[config.mk]
export PLATFORM = sky130hd
export DESIGN_NAME = cdb_arb
export DESIGN_NICKNAME = d
export VERILOG_FILES = /design/src/rtl/cdb_pkg.sv /design/src/rtl/rr_arb.sv /design/src/rtl/cdb_arb.sv
export SDC_FILE = /design/constraint.sdc
export NUM_CORES = 1
export LEC_CHECK = 0
export ABC_CLOCK_PERIOD_IN_PS = 5200
export BUFFER_PORTS_ARGS = -buffer_cell sky130_fd_sc_hd__clkbuf_2
export CAP_MARGIN = 20
export CORE_UTILIZATION = 51
export CTS_CLUSTER_SIZE = 8
export DETAILED_ROUTE_END_ITERATION = 8
export GPL_TIMING_DRIVEN = 0
export PLACE_DENSITY = 0.8
export SYNTH_ARGS = -nofsm -noshare
export SYNTH_HDL_FRONTEND = slang
export SYNTH_SLANG_ARGS = --single-unit
[constraint.sdc]
create_clock -name clk -period 5.2 [get_ports clk]
set_clock_uncertainty 0.1 [all_clocks]
set_input_delay 0.52 -clock clk [delete_from_list [all_inputs] [get_ports clk]]
set_output_delay 0.52 -clock clk [all_outputs]
set_load 0.01 [all_outputs]
[src/rtl/cdb_pkg.sv]
// Shared CDB types and constants for the result-broadcast path.
// Latency: n/a (declarations only).
// Backpressure: n/a.
package cdb_pkg;

    localparam int CDB_N_REQ  = 4;
    localparam int CDB_TAG_W  = 4;
    localparam int CDB_DATA_W = 32;
    localparam int CDB_ID_W   = 32;

    // Functional-unit port indices on the arbiter.
    localparam int FU_ALU = 0;
    localparam int FU_MUL = 1;
    localparam int FU_DIV = 2;
    localparam int FU_LSU = 3;

    // One completed result as carried on the CDB.
    typedef struct packed {
        logic [CDB_TAG_W-1:0]  tag;
        logic [CDB_DATA_W-1:0] wdata;
        logic [CDB_ID_W-1:0]   inst_id;
    } cdb_pkt_t;

endpackage

[src/rtl/rr_arb.sv]
// Round-robin arbiter: picks the first asserted req starting at an internal pointer.
// Latency: grant is combinational from req; pointer updates at the clock edge.
// Backpressure: pointer only advances when adv=1 (grant actually consumed).
//
// Ports: clk/rst (sync, active-high), req[N] requests, adv consume strobe,
//        gnt[N] one-hot (or zero) grant, gnt_idx index of the granted requester.
module rr_arb
    import cdb_pkg::*;
#(
    parameter int N     = CDB_N_REQ,
    parameter int IDX_W = $clog2(N)
) (
    input  logic             clk,
    input  logic             rst,
    input  logic [N-1:0]     req,
    input  logic             adv,
    output logic [N-1:0]     gnt,
    output logic [IDX_W-1:0] gnt_idx
);

    logic [IDX_W-1:0] ptr_q;
    logic [IDX_W-1:0] ptr_d;
    logic [IDX_W-1:0] idx_sel;
    logic             found;
    int               idx;

    // Search ptr, ptr+1, ... wrapping at N; the first hit wins.
    always_comb begin
        gnt     = '0;
        gnt_idx = '0;
        found   = 1'b0;
        idx     = 0;
        idx_sel = '0;
        for (int k = 0; k < N; k++) begin
            idx     = (int'(ptr_q) + k) % N;
            idx_sel = IDX_W'(idx);
            if (!found && req[idx_sel]) begin
                found        = 1'b1;
                gnt[idx_sel] = 1'b1;
                gnt_idx      = idx_sel;
            end
        end
    end

    // The granted requester becomes lowest priority next time.
    always_comb begin
        ptr_d = ptr_q;
        if (adv) begin
            ptr_d = (gnt_idx == IDX_W'(N - 1)) ? '0 : gnt_idx + IDX_W'(1);
        end
    end

    always_ff @(posedge clk) begin
        if (rst) begin
            ptr_q <= '0;
        end else begin
            ptr_q <= ptr_d;
        end
    end

endmodule

[src/rtl/cdb_arb.sv]
// Shares the common data bus among N_REQ functional units via one-entry holding buffers.
// Latency: accepted at edge ending cycle t -> earliest CDB write in cycle t+1.
// Backpressure: req_rdy drops while a port's buffer waits for grant; a granted buffer reloads same cycle.
//
// Ports: clk/rst (sync, active-high), flush drops all buffered results,
//        req_vld/req_rdy/req_tag/req_wdata/req_inst_id per-FU result handshake,
//        cdb_wr/cdb_tag/cdb_wdata/cdb_inst_id broadcast, cdb_src granted FU index.
module cdb_arb
    import cdb_pkg::*;
#(
    parameter int N_REQ = CDB_N_REQ,
    parameter int TAG_W = CDB_TAG_W,
    parameter int ID_W  = CDB_ID_W
) (
    input  logic                              clk,
    input  logic                              rst,
    input  logic                              flush,
    input  logic [N_REQ-1:0]                  req_vld,
    output logic [N_REQ-1:0]                  req_rdy,
    input  logic [N_REQ-1:0][TAG_W-1:0]       req_tag,
    input  logic [N_REQ-1:0][31:0]            req_wdata,
    input  logic [N_REQ-1:0][ID_W-1:0]        req_inst_id,
    output logic                              cdb_wr,
    output logic [TAG_W-1:0]                  cdb_tag,
    output logic [31:0]                       cdb_wdata,
    output logic [ID_W-1:0]                   cdb_inst_id,
    output logic [$clog2(N_REQ)-1:0]          cdb_src
);

    localparam int SRC_W = $clog2(N_REQ);

    typedef struct packed {
        logic [TAG_W-1:0] tag;
        logic [31:0]      wdata;
        logic [ID_W-1:0]  inst_id;
    } pkt_t;

    logic [N_REQ-1:0]        buf_vld_q;
    logic [N_REQ-1:0]        buf_vld_d;
    pkt_t [N_REQ-1:0]        buf_q;
    pkt_t [N_REQ-1:0]        buf_d;
    logic [N_REQ-1:0]        grant;
    logic [SRC_W-1:0]        gnt_idx;
    pkt_t                    sel;

    // Arbitration looks only at buffers, so req_* never reaches cdb_* combinationally.
    rr_arb #(
        .N     (N_REQ),
        .IDX_W (SRC_W)
    ) u_rr_arb (
        .clk     (clk),
        .rst     (rst),
        .req     (buf_vld_q),
        .adv     (cdb_wr),
        .gnt     (grant),
        .gnt_idx (gnt_idx)
    );

    // A buffer being granted this cycle is free at the edge, so it can accept again.
    assign req_rdy = (rst || flush) ? '0 : (~buf_vld_q | grant);

    // Flush and reset suppress the broadcast; the pointer then holds because adv=0.
    assign cdb_wr = (|grant) && !flush && !rst;

    always_comb begin
        buf_vld_d = buf_vld_q;
        buf_d     = buf_q;
        for (int i = 0; i < N_REQ; i++) begin
            if (flush) begin
                buf_vld_d[i] = 1'b0;
            end else if (req_vld[i] && req_rdy[i]) begin
                buf_vld_d[i]     = 1'b1;
                buf_d[i].tag     = req_tag[i];
                buf_d[i].wdata   = req_wdata[i];
                buf_d[i].inst_id = req_inst_id[i];
            end else if (grant[i] && cdb_wr) begin
                buf_vld_d[i] = 1'b0;
            end
        end
    end

    always_ff @(posedge clk) begin
        if (rst) begin
            buf_vld_q <= '0;
        end else begin
            buf_vld_q <= buf_vld_d;
        end
    end

    // Payload needs no reset: it is qualified by buf_vld_q everywhere.
    always_ff @(posedge clk) begin
        buf_q <= buf_d;
    end

    assign sel         = buf_q[gnt_idx];
    assign cdb_tag     = cdb_wr ? sel.tag     : '0;
    assign cdb_wdata   = cdb_wr ? sel.wdata   : '0;
    assign cdb_inst_id = cdb_wr ? sel.inst_id : '0;
    assign cdb_src     = cdb_wr ? gnt_idx     : '0;

endmodule

# == After elaboration in Yosys (flattened, before gate mapping) ==
# Cells that the tools add are included.
# totals
reg_bits,278
input_bits,279
word_cells,113
# op_classes
n_bitwise,6
mux,43
order_cmp,9
n_addsub,4
n_reduce_logical,33
eq_ne,1
# op_table
operator,n
binary-select mux 68 bit (select 2 bit),1
two-way mux 68 bit,1
two-way mux 32 bit,2
two-way mux 4 bit,6
two-way mux 1 bit,19
logical AND 1 bit,17
bitwise OR 4 bit,4
less-than comparator 2 x 3 -> 1 bit (second input constant),5
two-way mux 2 bit,6
binary-select mux 1 bit (select 2 bit),4
demux 1 bit (select 2 bit),4
>= comparator 2 x 1 -> 1 bit (second input constant),4
AND reduction 2 bit,4
nonzero test 2 bit,4
logical NOT 1 bit,5
adder 2 x 1 -> 2 bit (second input constant),2
adder 2 bit (second input constant),2
inverter 4 bit,1
OR reduction 4 bit,1
equality test 2 bit (second input constant),1
OR reduction 2 bit,1
logical OR 1 bit,1
inverter 1 bit,1

# == Longest topological paths before layout ==
# logic_depth
ltp_word,18
depth_mapped,12
depth_no_buf,9

# == Cells and area by module ==
# Synthesis repeated with hierarchy kept, for this count alone.
# hier_totals
hier_cells,515
area_unflattened_um2,10986.8
# by_module_without_submodules
mod,n_inst,cells_per_inst,area_per_inst_um2
cdb_arb,1,465,10515.1
rr_arb,1,50,471.7

# == Worst setup path before layout ==
# No wires, ideal clock.
# synth_timing
kind,flip-flop to flip-flop
start,register with a tool-made name
end,register buf_q[100] (netlist name) (enable)
synth_period_minus_slack_ns,4.760
setup_time_ns,0.433
arrival_time_ns,4.227
path_buffers,2
path_slack_ns,0.440
path_stages_with_launch,12
path_cell_list,dfxtp_1 -> buf_2 -> inv_1 -> ha_1 -> buf_2 -> mux4_2 -> nor2b_1 -> a221o_1 -> o21ai_0 -> and3_1 -> nor3_1 -> and2_1
# synth_lines
item,line_no,source
to (signal assigned),cdb_arb.sv:92,buf_q <= buf_d;
to (decl),cdb_arb.sv:40,pkt_t [N_REQ-1:0] buf_q;

==> flow_metrics.py <==
metrics = {
    "clock_network": {
        "ctsLongestPathBuffers": 3,
        "cts_tree": "built",
        "root_buffer": "clkbuf_16",
        "numClockSinks": 278,
        "clock_latency_ps": 510,
        "cts-buffers-inserted": 40,
        "hold_buffers": 0,
        "clk_pin_slew_ps": 50,
        "cts_max_level": 2,
    },
    "layout": {
        "antennaDiodeCount": 0,
        "finish.utilization_pct": 68.0,
        "fill_cells": 1380,
        "fin_area_um2": 14400,
        "multi_input_area_um2": 2630,
        "area_delta_synth_final_pct": 30.1,
        "instances_no_fill": 1204,
        "nNetsFinal": 1211,
        "regArea_um2": 8290,
        "layout-drive-gt1-share_pct": 54.5,
    },
    "power_and_ir_drop": {
        "power.leakage_nw": 5.60,
        "irDropWorstVdd_v": 0.000293,
        "p_total_mw": 6.00,
        "power.density_nw_per_um2": 417,
    },
    "timing": {
        "fin_crit_sh_pct": 94.9,
        "final-hold-violation-count": 0,
        "slew_headroom_pct": 59.3,
        "post-route-worst-setup-slack_ps": 268,
        "max_freq_mhz": 203,
        "period_minus_slack_ps": 4930,
        "final_max_slew_viol_count": 0,
        "setup_viol": 0,
        "tightest_slew_ps": 610,
        "rsz0062_at_grt": "no",
    },
    "routing": {
        "drt.antenna.violating_nets": 0,
        "drc": 0,
        "routed_via_density": 5.46,
        "drt_iter0_drc": 440,
        "wl_um": 27600,
        "num_vias": 6572,
        "avgRoutedWirePerCell_um": 22.9,
        "dr.pass1.iters": 5,
    },
    "global_routing": {
        "antenna_found_initial": 0,
        "gr-total-overflow": 0,
        "grt_pass1_vias": 6978,
        "grt_util_all_layers_pct": 24.9,
        "grt_pass1_wl_um": 40100,
        "grt_max_degree": 42,
    },
    "die": {
        "die_width_um": 149,
        "io-pin-count": 354,
        "dieHeight_um": 149,
        "core_um2": 21200,
        "dieArea_um2": 22300,
        "start_util_pct": 52.3,
        "num_rows": 53,
    },
    "placement": {
        "portBuffers": 352,
        "placedInstanceArea_um2": 13300,
        "dp_slack_ps": 318,
        "dp_hpwl_um": 19100,
        "post-place-cells": 1159,
        "globalplace.congestion": 0.868,
    },
    "setup_path": {
        "endpoint_kind": "output port",
        "rr_worst_depth": 12,
        "regToRegSetupSlack_ps": 1160,
        "cp.arrival_ps": 4310,
        "timing.rr.end": "buf_q[73]",
        "cp_data_required_time_ps": 4580,
        "cp_max_fo": 10,
        "endpoint": "cdb_inst_id[29]",
        "critPathLaunchType": "register",
        "path_class": "reg -> out",
    },
    "logic_synthesis": {
        "synth_top_area_share_pct": 73.8,
        "ys_seq_area_share_pct": 74.9,
        "yosysUniqueCellTypes": 40,
        "synthTopCellsByArea": "edfxtp_1 (74%), mux4_2 (14%), and2_1 (4.1%)",
        "synth_edf_count": 272,
        "ys_ff_latch": 278,
        "yosys.area.top_type": "edfxtp_1",
        "synth_nets": 813,
        "synthArstFlopShare_pct": 0,
        "synth_cells": 528,
        "yosysMostFrequentCell": "edfxtp_1",
        "synthTopCellsByCount": "edfxtp_1 (272), and2_1 (72), mux4_2 (71), buf_2 (14), o21ai_0 (7)",
        "synth-warning-count": 0,
        "avgSynthCellArea_um2": 21.0,
        "dominantRegCellSynth": "edfxtp_1",
        "syn_area_um2": 11100,
    },
    "flow_run": {
        "drv_cap": 0,
    },
    "min_path": {
        "worstHoldPathType": "in -> reg",
    },
    "status": {
        "status": "finished, final reports clean",
    },
}
-- cells in the final DEF (no fill, tap or decap), drive strengths merged, types with 2 or more instances in the layout --
cell | netlist | layout
clkbuf | 6 | 403
edfxtp | 272 | 272
and2 | 72 | 72
mux4 | 71 | 71
buf | 20 | 22
o21ai | 8 | 8
inv | 7 | 7
nand2 | 6 | 6
ha | 6 | 6
dfxtp | 6 | 6
nor3 | 5 | 5
mux2i | 5 | 5
and3 | 5 | 5
nor2 | 4 | 4
o21a | 4 | 4
a221o | 3 | 3
a211oi | 3 | 3
nand3b | 2 | 2
nand2b | 2 | 2
o22ai | 2 | 2
nor2b | 2 | 2
or3 | 2 | 2
o31ai | 2 | 2
clkinv | 0 | 2
-- worst max-delay path, cell delays in order (launching register included) --
cell	delay, ps
dfxtp_2	440
buf_2	270
inv_1	180
ha_1	310
buf_2	210
mux4_2	390
a221o_1	410
a221o_1	410
o31ai_4	340
inv_2	210
buf_2	260
and2_1	230
clkbuf_2	150
-- area by class of cell --
class	count	share of cell area, %
inverters	7	0.183
clock inverters	2	0.322
multi-input cells	217	18.3
flip-flops and latches	278	57.6
well taps	275	2.39
plain buffers	26	1.08
repair buffers	356	13.0
clock buffers	43	7.18
-- state kept, by name, summed over array words and instances (netlist names), named ones only --
signal          cells
buf_q             272
buf_vld_q           4
u_rr_arb.ptr_q      1
-- per-layer routing --
layer / wire length (µm) / GRT usage [%] / up-vias
met4: 765 / 8.98 / 0
li1: - / - / 2926
met2: 14400 / 43.3 / 317
met3: 2040 / 6.36 / 65
met1: 10300 / 29.9 / 3264
met5: 0 / 0 / -
-- timing repair --
item / CTS / global route
endpoints found under the setup margin: 48 / 45
setup buffers: 0 / 0
resized for setup: 2 / 16
-- per-stage QoR --
stage          setup TNS, ps  hold WS [ps]
6_report                   0          72.9
5_1_grt                    0          44.7
4_1_cts                    0          49.2
3_5_place_dp               0           560
3_3_place_gp         -237680           542
2_1_floorplan              0           458
-- worst min-delay path by stage --
stage,end,depth (start not counted),from,slack (ps)
global route,buf_q[127],1,req_wdata[59],40
global placement,buf_vld_q[0],2,buf_vld_q[0],540
CTS,buf_q[46],1,req_wdata[14],50
floorplan,buf_vld_q[0],2,buf_vld_q[0],460
finish,buf_q[193],1,req_wdata[89],70
detailed placement,buf_vld_q[0],2,buf_vld_q[0],560
-- cells by family after synthesis --
group                      share of synthesized area [%]
adders and majority gates                          0.679
xor gates and xnor gates                          0.0792
muxes                                               15.0
DFF                                                 74.9
and+or+nand+nor                                     5.52
AOI/OAI and AO/OA                                   2.28
buffers and inverters                               1.52
-- where the power goes --
part | switching [mW] | total (mW) | internal (mW)
logic | 0.566 | 1.14 | 0.579
registers | 0.0305 | 2.58 | 2.55
clock network | 0.877 | 2.27 | 1.39
Note: power is estimated with default switching activity, not from simulation.
